===== src/rtl/wb_pkg.sv =====
// rtl/wb_pkg.sv - shared writeback-port constants
// Purpose: default widths, the hard-wired zero register address and the
//          requester index map shared by the writeback-side arbiters.
// Ports:   none (package)
package wb_pkg;

  localparam int WB_DW   = 16;  // result data width
  localparam int WB_AW   = 3;   // register address width (8 registers)
  localparam int WB_NREQ = 3;   // number of result producers

  localparam int R0_ADDR = 0;   // R0 reads as zero; writes to it are discarded

  localparam int WB_ALU = 0;
  localparam int WB_DM  = 1;
  localparam int WB_IO  = 2;

endpackage


===== src/rtl/wb_port_arbiter_if.sv =====
// rtl/wb_port_arbiter_if.sv - requester and register-file write port bundle
// Purpose: groups the producer valid/ready handshake, the register-file
//          hold input and the registered write port.
// Ports:   master - producers / register file side (drives requests, hold)
//          slave  - arbiter side (drives ready, write port, drop_cnt)
interface wb_port_arbiter_if
  import wb_pkg::*;
#(
  parameter int DW   = WB_DW,
  parameter int AW   = WB_AW,
  parameter int NREQ = WB_NREQ
);

  logic [NREQ-1:0]    req_valid;
  logic [NREQ*DW-1:0] req_data;
  logic [NREQ*AW-1:0] req_addr;
  logic [NREQ-1:0]    req_ready;
  logic               hold;
  logic               rf_we;
  logic [AW-1:0]      rf_waddr;
  logic [DW-1:0]      rf_wdata;
  logic [7:0]         drop_cnt;

  modport master (
    output req_valid, req_data, req_addr, hold,
    input  req_ready, rf_we, rf_waddr, rf_wdata, drop_cnt
  );

  modport slave (
    input  req_valid, req_data, req_addr, hold,
    output req_ready, rf_we, rf_waddr, rf_wdata, drop_cnt
  );

endinterface


===== src/rtl/rr_pick.sv =====
// rtl/rr_pick.sv - combinational rotate-priority encoder
// Purpose: finds the first set bit of req searching upward from ptr and
//          wrapping modulo N; shared with the memory-port arbiter.
// Ports:   req       in  N   request vector
//          ptr       in  PW  highest-priority index (0..N-1)
//          gnt_valid out 1   any request present
//          gnt_idx   out PW  winning index
module rr_pick #(
  parameter int N  = 3,
  parameter int PW = (N > 1) ? $clog2(N) : 1
) (
  input  logic [N-1:0]  req,
  input  logic [PW-1:0] ptr,
  output logic          gnt_valid,
  output logic [PW-1:0] gnt_idx
);

  localparam int SW = PW + 1;

  logic [SW-1:0] pos;

  // Walk offsets from farthest to nearest so the nearest valid index
  // (lowest rotation from ptr) is the last one written and wins.
  always_comb begin
    gnt_valid = 1'b0;
    gnt_idx   = '0;
    pos       = '0;
    for (int off = N - 1; off >= 0; off--) begin
      pos = {1'b0, ptr} + SW'(off);
      if (pos >= SW'(N)) pos = pos - SW'(N);
      if (req[pos[PW-1:0]]) begin
        gnt_valid = 1'b1;
        gnt_idx   = pos[PW-1:0];
      end
    end
  end

endmodule


===== src/rtl/wb_port_arbiter.sv =====
// rtl/wb_port_arbiter.sv - round-robin arbiter for the register-file write port
// Purpose: grants one result producer per cycle (round-robin) and registers
//          the winner onto the register-file write port; R0 writes are
//          consumed without a write and counted in drop_cnt (saturating).
// Ports:   clk   in  clock, rising edge
//          reset in  asynchronous active-high reset
//          bus   slave modport of wb_port_arbiter_if
module wb_port_arbiter
  import wb_pkg::*;
#(
  parameter int DW   = WB_DW,
  parameter int AW   = WB_AW,
  parameter int NREQ = WB_NREQ
) (
  input  logic               clk,
  input  logic               reset,
  wb_port_arbiter_if.slave   bus
);

  localparam int PW = (NREQ > 1) ? $clog2(NREQ) : 1;

  logic [PW-1:0] ptr;
  logic [PW-1:0] gnt_idx;
  logic          gnt_valid;
  logic          xfer;
  logic [AW-1:0] win_addr;
  logic [DW-1:0] win_data;
  logic          is_r0;

  logic          rf_we_q;
  logic [AW-1:0] rf_waddr_q;
  logic [DW-1:0] rf_wdata_q;
  logic [7:0]    drop_cnt_q;

  rr_pick #(.N(NREQ), .PW(PW)) u_pick (
    .req       (bus.req_valid),
    .ptr       (ptr),
    .gnt_valid (gnt_valid),
    .gnt_idx   (gnt_idx)
  );

  // hold only suppresses the grant; the winner is still computed.
  assign xfer  = gnt_valid & ~bus.hold;
  assign is_r0 = (win_addr == AW'(R0_ADDR));

  // Constant-index mux keeps data/addr off the ready path.
  always_comb begin
    bus.req_ready = '0;
    win_addr      = '0;
    win_data      = '0;
    for (int i = 0; i < NREQ; i++) begin
      if (gnt_idx == PW'(i)) begin
        bus.req_ready[i] = xfer;
        win_addr         = bus.req_addr[i*AW +: AW];
        win_data         = bus.req_data[i*DW +: DW];
      end
    end
  end

  always_ff @(posedge clk or posedge reset) begin
    if (reset) begin
      ptr        <= '0;
      rf_we_q    <= 1'b0;
      rf_waddr_q <= '0;
      rf_wdata_q <= '0;
      drop_cnt_q <= '0;
    end else begin
      rf_we_q <= 1'b0;
      if (xfer) begin
        ptr        <= (gnt_idx == PW'(NREQ - 1)) ? '0 : gnt_idx + PW'(1);
        rf_waddr_q <= win_addr;
        rf_wdata_q <= win_data;
        rf_we_q    <= ~is_r0;
        if (is_r0 && drop_cnt_q != 8'hFF) drop_cnt_q <= drop_cnt_q + 8'd1;
      end
    end
  end

  assign bus.rf_we    = rf_we_q;
  assign bus.rf_waddr = rf_waddr_q;
  assign bus.rf_wdata = rf_wdata_q;
  assign bus.drop_cnt = drop_cnt_q;

endmodule


===== src/flat_wrapper.sv =====
// flat-port wrapper written by rule: the top's interface ports become plain ports
module wb_port_arbiter_flat import wb_pkg::*;
#(
  parameter int DW   = WB_DW,
  parameter int AW   = WB_AW,
  parameter int NREQ = WB_NREQ
)
  (clk, reset, bus_req_valid, bus_req_data, bus_req_addr, bus_hold, bus_req_ready, bus_rf_we, bus_rf_waddr, bus_rf_wdata, bus_drop_cnt);
  wb_port_arbiter_if #(.DW(DW), .AW(AW), .NREQ(NREQ)) bus_i ();
  input  logic clk;
  input  logic reset;
  input wire logic [$bits(bus_i.req_valid)-1:0] bus_req_valid;
  input wire logic [$bits(bus_i.req_data)-1:0] bus_req_data;
  input wire logic [$bits(bus_i.req_addr)-1:0] bus_req_addr;
  input wire logic [$bits(bus_i.hold)-1:0] bus_hold;
  output wire logic [$bits(bus_i.req_ready)-1:0] bus_req_ready;
  output wire logic [$bits(bus_i.rf_we)-1:0] bus_rf_we;
  output wire logic [$bits(bus_i.rf_waddr)-1:0] bus_rf_waddr;
  output wire logic [$bits(bus_i.rf_wdata)-1:0] bus_rf_wdata;
  output wire logic [$bits(bus_i.drop_cnt)-1:0] bus_drop_cnt;
  assign bus_i.req_valid = bus_req_valid;
  assign bus_i.req_data = bus_req_data;
  assign bus_i.req_addr = bus_req_addr;
  assign bus_i.hold = bus_hold;
  assign bus_req_ready = bus_i.req_ready;
  assign bus_rf_we = bus_i.rf_we;
  assign bus_rf_waddr = bus_i.rf_waddr;
  assign bus_rf_wdata = bus_i.rf_wdata;
  assign bus_drop_cnt = bus_i.drop_cnt;
  wb_port_arbiter #(.DW(DW), .AW(AW), .NREQ(NREQ)) u_core (.clk(clk), .reset(reset), .bus(bus_i));
endmodule

===== config.mk =====
export PLATFORM = sky130hd
export DESIGN_NAME = wb_port_arbiter_flat
export DESIGN_NICKNAME = d
export VERILOG_FILES = /design/src/rtl/wb_pkg.sv /design/src/rtl/wb_port_arbiter_if.sv /design/src/rtl/rr_pick.sv /design/src/rtl/wb_port_arbiter.sv /design/src/flat_wrapper.sv
export SDC_FILE = /design/constraint.sdc
export NUM_CORES = 1
export LEC_CHECK = 0
export ABC_AREA = 1
export BUFFER_PORTS_ARGS = -buffer_cell sky130_fd_sc_hd__buf_4
export CORE_MARGIN = 2
export CORE_UTILIZATION = 43
export DETAILED_ROUTE_END_ITERATION = 16
export GPL_TIMING_DRIVEN = 0
export PLACE_DENSITY_LB_ADDON = 0.12
export SLEW_MARGIN = 0
export SYNTH_ARGS = -nofsm -noshare
export SYNTH_HDL_FRONTEND = slang
export SYNTH_SLANG_ARGS = --single-unit
export TNS_END_PERCENT = 20

===== constraint.sdc =====
create_clock -name clk -period 2.2 [get_ports clk]
set_input_delay 0.11 -clock clk [delete_from_list [all_inputs] [get_ports clk]]
set_output_delay 0.11 -clock clk [all_outputs]
set_load 0.02 [all_outputs]

# After elaboration in Yosys (flattened, before gate mapping)
# Cells that the tools add are included.
# op_classes
n_mul,0
n_reduce_logical,4
mux,26
n_div,0
n_eq_ne,3
n_lt_le_gt_ge,6
n_addsub,7
bitwise_logic,3
shift,0
# op_table
op,n
two-way mux 16 bit,3
two-way mux 2 bit,7
two-way mux 1 bit,10
"< comparator 2 x 3 -> 1 bit, second input constant",3
two-way mux 3 bit,3
"adder 8 x 1 -> 8 bit, second input constant",1
"inequality test 8 bit, second input constant",1
binary-select mux 1 bit (select 2 bit),3
"greater-or-equal comparator 3 x 2 -> 1 bit, second input constant",2
"subtractor 2 bit, second input constant",3
"adder 2 x 1 -> 3 bit, second input constant",1
"adder 2 x 2 -> 3 bit, second input constant",1
logical NOT 3 bit,1
"adder 2 x 1 -> 2 bit, second input constant",1
"equality test 2 x 1 -> 1 bit, second input constant",1
"equality test 2 bit, second input constant",1
"greater-or-equal comparator 2 bit, second input constant",1
logical NOT 2 bit,1
NOT 1 bit,2
AND reduction 2 bit,1
AND 1 bit,1
logical AND 1 bit,1
# word_totals
rom_bits,0
mem_count,0
ramBits,0
word_cells,54
latch_bits,0
output_inout_bits,31
ff_bits,30

# Logic depth before layout (Yosys ltp)
# Gate-level depths: netlist of run 1.
# logic_depth
depth_word,15
depth_mapped,16

# Hierarchy
# From an unflattened synthesis of run 1, not the netlist that was laid out.
# unflattened
cells_unflattened,262
hier_area_um2,1873.0
# by_module_without_submodules
module,seq_area_each_um2,area_each_um2,n_inst,cells_per_inst
wb_port_arbiter,750.7,1677.9,1,223
rr_pick,0.0,195.2,1,39

# Worst setup path after synthesis of run 1
# OpenSTA, ideal clock, no wires.
# synth_path
path_kind,reg2reg
start,register u_core.ptr[0]
end,register u_core.drop_cnt_q[3] (netlist: u_core.bus.drop_cnt[3])
path_slack_ps,209
stages_incl_launch_ff,16
t_arrival_ps,1873
setup_time_ps,118
required_time_ps,2082
path_cell_list,dfrtp_1 > inv_1 > ha_1 > inv_1 > nand2_1 > nand3_2 > nand2_1 > nand2_1 > a21oi_2 > buf_4 > nand3_1 > nand3_4 > nor2_8 > nand3_4 > nand2_1 > nand2_1
# synth_between
elab_chain_cells,15
word_cells_on_any_way,33
classes_between,5 x add/sub; 3 x order compare; 2 x eq/ne; 18 x mux; 1 x bitwise; 4 x reduce/logical
# synth_lines
item,line_no,rtl
"start, declared",wb_port_arbiter.sv:22,logic [PW-1:0] ptr;
"start signal, assigned",wb_port_arbiter.sv:70,ptr <= (gnt_idx == PW'(NREQ - 1)) ? '0 : gnt_idx + PW'(1);
adder 2 x 2 -> 3 bit,rr_pick.sv:29,"pos = {1'b0, ptr} + SW'(off);"
greater-or-equal comparator 3 x 2 -> 1 bit / subtractor 2 bit (equally long branches),rr_pick.sv:30,if (pos >= SW'(N)) pos = pos - SW'(N);
two-way mux 2 bit,rr_pick.sv:30,
binary-select mux 1 bit (select 2 bit),rr_pick.sv:31,if (req[pos[PW-1:0]]) begin
two-way mux 1 bit (not written as such),rr_pick.sv:31,
two-way mux 2 bit (3 in a row),rr_pick.sv:31,
logical NOT 2 bit,wb_port_arbiter.sv:52,if (gnt_idx == PW'(i)) begin
two-way mux 3 bit (3 in a row),wb_port_arbiter.sv:52,
logical NOT 3 bit,wb_port_arbiter.sv:44,assign is_r0 = (win_addr == AW'(R0_ADDR));
logical AND 1 bit,wb_port_arbiter.sv:74,if (is_r0 && drop_cnt_q != 8'hFF) drop_cnt_q <= drop_cnt_q + 8'd1;
AND reduction 2 bit (no source line) *,-,
"end signal, assigned",wb_port_arbiter.sv:74,
"end, declared",wb_port_arbiter.sv:33,logic [7:0] drop_cnt_q;
# Mark *: on every way between the ends. The rest lies on a longest branch, timed or not. The select of a mux whose other input is x is not followed.
# A chain may end at the register's enable or synchronous reset.

# Final worst setup path of run 1
# layout_path
start,register u_core.ptr[1]
end,register u_core.drop_cnt_q[3] (netlist: u_core.bus.drop_cnt[3])
# Same word-level chain as after synthesis.

==> impl_metrics.env, run 1 <==
export IMPL_seq_power_share_pct=19.8
export IMPL_instances_no_fill=404
export IMPL_avgSynthCellArea_um2=7.64
export IMPL_worst_ir_drop_vdd_mv=0.745
export IMPL_ys_ff_latch=30
export IMPL_critPathMostFrequentCell="nand2_2"
export IMPL_top_level_ports=94
export IMPL_synth_area_top_cells="dfrtp_1, nand2_1, nand3_1, a21oi_1, o22ai_1"
export IMPL_path_buf_inv=2
export IMPL_drv_slew=0
export IMPL_post_route_util_pct=69.2
export IMPL_rr_worst_depth=14
export IMPL_routed_wl_mm=5.39
export IMPL_pwr_share_clk_pct=9.1
export IMPL_grt_pass1_wl_mm=8.61
export IMPL_hpwl_mm=3.84
export IMPL_ys_flop_type="dfrtp_1"
export IMPL_io_buffers=93
export IMPL_track_usage_pct=21.8
export IMPL_netlist_area_leader_share_pct=39.8
export IMPL_syn_area_um2=1890
export IMPL_grt_pass1_vias=1848
export IMPL_critPathLaunchType="flop"
export IMPL_viasPerCell=5.11
export IMPL_synthesis_nets=314
export IMPL_dr_pass1_iters=4
export IMPL_synth_edf_count=0
export IMPL_clock_sinks=30
export IMPL_worst_slack_ns=0.00310
export IMPL_synthToLayoutAreaGrowth_pct=57.4
export IMPL_fin_skew_ns=0.00200
export IMPL_crit_required_ns=2.42
export IMPL_die_h_um=70.3
export IMPL_internal_power_mw=2.40
export IMPL_avgRoutedWirePerCell_um=13.3
export IMPL_grt_max_degree=31
export IMPL_hold_class="in -> reg"
export IMPL_drc=0
export IMPL_fmax_ghz=0.455
export IMPL_switching_share_pct=50.1
export IMPL_cp_startpoint="u_core.ptr[1]"
export IMPL_tightestPinTransition_ns=1.14
export IMPL_async_flop_share_pct=100
export IMPL_routed_via_count=2063
export IMPL_r2r_start="u_core.ptr[1]"
export IMPL_ant_nets=0
export IMPL_fin_crit_ns=2.20
export IMPL_status="finished, final reports clean"
export IMPL_die_area_um2=4940
export IMPL_setup_worst_path_end="u_core.bus.drop_cnt[3]"
export IMPL_drv_cap=0
export IMPL_path_class="reg -> reg"
export IMPL_cts_buffers=5
export IMPL_antenna_cells=0
export IMPL_dr_first_iter_drc_count=75
export IMPL_synth_top_area_cell="dfrtp_1"
export IMPL_fin_crit_sh_pct=99.9
export IMPL_cts_root_buf="clkbuf_8"
export IMPL_p_leak_nw=1.52
export IMPL_drive_gt1_share_pct=44.6
export IMPL_cpLargestDelayFamily="simple AND/OR/NAND/NOR gates"
export IMPL_cp_slowest_stage_delay_ns=0.44
export IMPL_synthTopCellsByCount="nand2_1, dfrtp_1, nand3_1"
export IMPL_dpl_cell_count=392
export IMPL_p_sw_mw=2.41
export IMPL_ys_seq_area_share_pct=39.8
export IMPL_core_area_um2=4290
export IMPL_cp_slowest_cell="dfrtp_2"
export IMPL_setup_viol=0
export IMPL_die_x_um=70.3
export IMPL_reg2reg_setup_slack_ns=0.003
export IMPL_power_frac_comb_pct=71.1
export IMPL_critPathCaptureType="flop"
export IMPL_cts_hold_buf=0
export IMPL_netlist_instances=247
export IMPL_final_nets=420
export IMPL_crit_fanout=8
export IMPL_cts_max_path_buffers=2
export IMPL_rows=24
export IMPL_start_util_pct=44.0
export IMPL_pre_cts_slack_ns=-0.0861
export IMPL_worstPathArrival_ns=2.41
export IMPL_max_slew_margin_pct=23.8
export IMPL_r2r_end="u_core.bus.drop_cnt[3]"
export IMPL_antenna_found_initial=0
export IMPL_clk_latency_ns=0.28
export IMPL_cts_tree="yes"
export IMPL_cp_depth=14
export IMPL_path_clk_slew_ns=0.06
export IMPL_powerDensity_nw_per_um2=1620
export IMPL_gp_congestion=0.787
export IMPL_synth_most_common_cell="nand2_1"
export IMPL_grt_overflow=0
export IMPL_ys_types=29
export IMPL_yosysWarnings=0
export IMPL_hold_viol=0
export IMPL_path_cells="ha_4, inv_4, nand2_2, nand3_2, nand2_2, nand2_4, a21oi_4, buf_6, nand3_2, nand2_2, nand2_4, nor2_4, nand3_1, nand2_1"
export IMPL_rsz0062_at_grt="yes"
export IMPL_htree_levels=2
layer usage:
| layer | part of all wire (%) | track usage (%) |
|---|---|---|
| met5 | 0 | 0 |
| met4 | 2.0 | 7.48 |
| met3 | 6.3 | 5.34 |
| met2 | 50 | 36.3 |
| met1 | 42 | 27.4 |
power by group through the flow:
stage,Combinational [mW],Sequential (mW),Clock [mW]
floorplan,1.72,1.19,0
global placement,2.84,0.943,0
detailed placement,2.88,0.944,0
CTS,3.07,0.946,0.446
global route,3.73,0.982,0.478
finish,3.42,0.952,0.435
timing repair:
action                                  4_1_cts  5_1_grt
setup buffers                                 2        4
pin swaps                                     3       20
cloned                                        0        0
resized for setup                            14       31
endpoints found under the setup margin       15       30
worst min-delay path by stage:
stage,cells after the start,start,slack [ns],endpoint
finish,3,bus_req_data[28],0.08,u_core.bus.rf_wdata[12]
CTS,3,bus_req_data[28],0.07,u_core.bus.rf_wdata[12]
global route,3,bus_req_data[25],0.07,u_core.bus.rf_wdata[9]
floorplan,1,reset,0.20,u_core.bus.drop_cnt[0]
global placement,3,bus_req_data[24],0.37,u_core.bus.rf_wdata[8]
detailed placement,3,bus_req_data[28],0.37,u_core.bus.rf_wdata[12]
state kept, by name, indices dropped and copies added, names as in the netlist:
signal / cells
u_core.bus.drop_cnt: 8
u_core.ptr: 2
u_core.bus.rf_we: 1
u_core.bus.rf_waddr: 3
u_core.bus.rf_wdata: 16
cell type report:
cell class,count,area [µm²]
multi-input cells,188,1180
inverters,22,90.1
plain buffers,7,50.0
clock buffers,6,82.6
well taps,52,65.1
flip-flops and latches,30,752
fillers,387,1320
repair buffers,99,756
tightest hold or removal path, delay by kind of cell:
family,cells,cell delay [ns]
buf+inv,1,0.11
simple gates,1,0.05
compound gates,1,0.05
cell usage in the layout, fill, tap and decap left out, types with 6 or more instances in the layout:
cell type,instances
clkbuf_8,6
o22ai_1,16
nor2_1,10
dfrtp_1,29
inv_1,15
a21oi_1,20
nand3_1,15
nand3_2,11
o21ai_0,6
nand2_1,65
nand2_2,9
buf_4,99
nand2_4,6
kinds of logic after synthesis:
group | synth area share (%)
xor gates and xnor gates | 2.78
DFF | 39.8
adders and majority gates | 2.65
buffers and inverters | 6.30
and+or+nand+nor | 33.3
AOI/OAI and AO/OA | 15.2
through the flow:
stage	power, mW	area [µm²]	hold WS, ns	setup TNS [ns]
2_1_floorplan	2.92	1890	0.201	0
3_3_place_gp	3.78	2650	0.369	-0.332
3_5_place_dp	3.82	2650	0.372	-0.596
4_1_cts	4.47	2820	0.0728	0
5_1_grt	5.19	2970	0.0740	-1.61
6_report	4.81	2970	0.0791	0
(Power assumes the default switching activity.)
==> inputs of run 2 (changes only) <==
SYNTH_HIERARCHICAL = 1   (was not set)
==> run 2 against run 1 <==
- the flow now finishes with violations (setup timing)
- routed wire length rose by 1.4%
- critical endpoint is now u_core/bus.drop_cnt[7]
- synthesized area fell by 0.80%
- sequential share of layout area fell by 0.46 points
- count of clock-buffer cells in the layout rose by 1
- cell count rose by 6.9%
- synthesized cell count rose by 6.1%
- worst setup slack got worse by 0.061 ns
- combinational power fell by 10%
- flip-flop and latch count did not move
- utilization rose by 1.8 points
==> impl_metrics.env, run 2 <==
export IMPL_crit_fanout=8
export IMPL_synth_edf_count=0
export IMPL_path_class="reg -> reg"
export IMPL_largest_reg_flops=16
export IMPL_viasPerCell=4.99
export IMPL_core_area_um2=4260
export IMPL_cp_slowest_stage_delay_ns=0.44
export IMPL_status="finished, violations left"
export IMPL_drive_gt1_share_pct=42.6
export IMPL_die_x_um=70
export IMPL_crit_required_ns=2.36
export IMPL_seq_power_share_pct=21.2
export IMPL_p_total_mw=4.47
export IMPL_ys_types=28
export IMPL_synth_most_common_cell="nand2_1"
export IMPL_yosysWarnings=6
export IMPL_hpwl_mm=3.88
export IMPL_cp_slowest_cell="dfrtp_2"
export IMPL_ys_ff_latch=30
export IMPL_worstPathArrival_ns=2.42
export IMPL_worst_slack_ns=-0.0580
export IMPL_place_area_um2=2640
export IMPL_critPathMostFrequentCell="nand2_2"
export IMPL_cts_buffers=5
export IMPL_grt_max_degree=31
export IMPL_rr_worst_depth=17
export IMPL_cts_root_buf="clkbuf_8"
export IMPL_worstHoldPathCells=3
export IMPL_ant_nets=0
export IMPL_powerDensity_nw_per_um2=1480
export IMPL_tightestPinTransition_ns=1.12
export IMPL_post_route_util_pct=71.0
export IMPL_final_cell_area_um2=3030
export IMPL_layout_commonest_cell="buf_4"
export IMPL_synthesis_nets=329
export IMPL_avgRoutedWirePerCell_um=12.6
export IMPL_hold_class="in -> reg"
export IMPL_track_usage_pct=23.3
export IMPL_fin_crit_sh_pct=103
export IMPL_routed_wl_mm=5.46
export IMPL_synth_top_area_cell="dfrtp_1"
export IMPL_io_buffers=93
export IMPL_hold_viol=0
export IMPL_path_buf_inv=2
export IMPL_rows=24
export IMPL_drv_cap=0
export IMPL_cts_max_path_buffers=2
export IMPL_critPathLaunchType="flop"
export IMPL_setup_viol=20
export IMPL_die_area_um2=4900
export IMPL_r2r_start="u_core/ptr[1]"
export IMPL_clock_sinks=30
export IMPL_ys_flop_type="dfrtp_1"
export IMPL_max_slew_margin_pct=25.0
export IMPL_antenna_found_initial=0
export IMPL_ys_seq_area_share_pct=40.1
export IMPL_dpl_cell_count=407
export IMPL_switching_share_pct=47.7
export IMPL_worstHoldStart="bus_req_data[32]"
export IMPL_grt_overflow=0
export IMPL_instances_no_fill=432
export IMPL_pre_cts_slack_ns=-0.221
export IMPL_n_fill_cell=388
export IMPL_gp_congestion=0.762
export IMPL_dr_pass1_iters=4
export IMPL_final_nets=446
export IMPL_grt_pass1_wl_mm=9.32
export IMPL_worstHoldEndpoint="u_core/bus.rf_wdata[0]"
export IMPL_grt_pass1_vias=2161
export IMPL_netlist_area_leader_share_pct=40.1
export IMPL_critPathCaptureType="flop"
export IMPL_dr_first_iter_drc_count=95
export IMPL_cpLargestDelayFamily="simple AND/OR/NAND/NOR gates"
export IMPL_top_level_ports=94
export IMPL_async_flop_share_pct=100
export IMPL_fin_skew_ns=0.00549
export IMPL_fin_crit_ns=2.26
export IMPL_netlist_instances=262
export IMPL_fin_tns_setup_ns=-0.651
export IMPL_syn_area_um2=1870
export IMPL_synthTopCellsByCount="nand2_1, dfrtp_1, nand3_1"
export IMPL_whs_ns=0.0424
export IMPL_pwr_share_clk_pct=10.1
export IMPL_final_cell_mix="buf_4, nand2_1, dfrtp_1"
export IMPL_drv_slew=0
export IMPL_path_cells="ha_4, inv_4, nand2_4, nand2_2, a21oi_2, nand3_1, nand2_1, nand2_1, nand2_2, buf_6, nor2_4, nand2_2, nand3_4, nor2_8, nand3_4, nand2_2, nand2_2"
export IMPL_worst_ir_drop_vdd_mv=0.761
export IMPL_r2r_end="u_core/bus.drop_cnt[7]"
export IMPL_violations="setup timing"
export IMPL_rsz0062_at_grt="yes"
export IMPL_fmax_ghz=0.443
export IMPL_start_util_pct=43.9
export IMPL_routed_via_count=2154
export IMPL_p_leak_nw=1.51
export IMPL_avgSynthCellArea_um2=7.15
export IMPL_power_frac_comb_pct=68.8
export IMPL_drc=0
export IMPL_antenna_cells=0
export IMPL_htree_levels=2
export IMPL_die_h_um=70
export IMPL_internal_power_mw=2.34
export IMPL_reg2reg_setup_slack_ns=-0.06
export IMPL_path_clk_slew_ns=0.06
export IMPL_synthToLayoutAreaGrowth_pct=61.6
export IMPL_cts_tree="yes"
export IMPL_p_sw_mw=2.13
export IMPL_clk_latency_ns=0.28
export IMPL_synth_area_top_cells="dfrtp_1, nand2_1, nand3_1, nand4_1, nor2_1"
## run 2: changes by cell type in the layout (fill, tap and decap cells not counted), sizes merged, moves of 3 or more
cell   previous run  this run
a21oi            22        13
a31oi             0         8
buf             102       116
nand2            82        95
nand3            29        25
nand4             2        14
nor2             13        26
o22ai            16         0
xnor2             4         1
## run 2: cells by family (layout without fill, tap and decap cells)
| kind of cell | count (synthesis) | in the layout | share of synthesized area (%) |
|---|---|---|---|
| flops | 30 | 30 | 40.1 |
| fa+ha+maj | 4 | 4 | 2.67 |
| xor+xnor | 2 | 2 | 0.935 |
| simple gates | 162 | 162 | 39.3 |
| buf+inv | 32 | 150 | 7.01 |
| compound gates | 32 | 32 | 10.0 |
## run 2: power by group through the flow
| stage | combinational [mW] | clock (mW) | sequential [mW] |
|---|---|---|---|
| after floorplan | 1.37 | 0 | 1.18 |
| after global placement | 2.38 | 0 | 0.941 |
| after detailed placement | 2.42 | 0 | 0.947 |
| after CTS | 2.95 | 0.459 | 0.947 |
| after global routing | 3.33 | 0.487 | 0.984 |
| final | 3.07 | 0.450 | 0.945 |
## run 2: how the worst max path moves through the flow
stage,from,end,slack [ns],cells after the start
detailed placement,u_core/ptr[0],u_core/bus.drop_cnt[7],-0.22,18
CTS,u_core/ptr[1],bus_req_ready[2],-0.04,11
floorplan,u_core/ptr[0],u_core/bus.rf_wdata[0],0.02,13
global placement,u_core/ptr[0],u_core/bus.drop_cnt[7],-0.18,18
finish,u_core/ptr[1],u_core/bus.drop_cnt[7],-0.06,17
global route,u_core/ptr[1],u_core/bus.drop_cnt[7],-0.20,17
## run 2: routing by layer
| metal | vias to the layer above | track usage (%) | wire, µm |
|---|---|---|---|
| met5 | - | 0 | 0 |
| met4 | 0 | 5.77 | 62 |
| met3 | 7 | 6.93 | 379 |
| met2 | 56 | 41.1 | 2860 |
| met1 | 991 | 27.7 | 2160 |
| li1 | 1100 | - | - |
## run 2: area by class of cell
| cell class | instances | area [µm²] | area share [%] |
|---|---|---|---|
| well taps | 52 | 65.1 | 2.15 |
| repair buffers | 110 | 842 | 27.8 |
| flip-flops and latches | 30 | 752 | 24.8 |
| clock buffers | 7 | 86.3 | 2.85 |
| inverters | 23 | 91.3 | 3.02 |
| plain buffers | 9 | 52.6 | 1.74 |
| multi-input cells | 200 | 1130 | 37.4 |
| clock inverters | 1 | 5.00 | 0.165 |
## run 2: tightest hold or removal path: stages
cell and delay, ns:
buf_4 0.08, nand2_1 0.04, nand4_1 0.06
## run 2: what timing repair did
item                       in CTS  in global routing
setup endpoints to repair      33                 33
cloned                          1                  0
buffers inserted               12                  4
resized for setup              34                 10
pin swaps                      15                 15
hold buffers                    0                  0
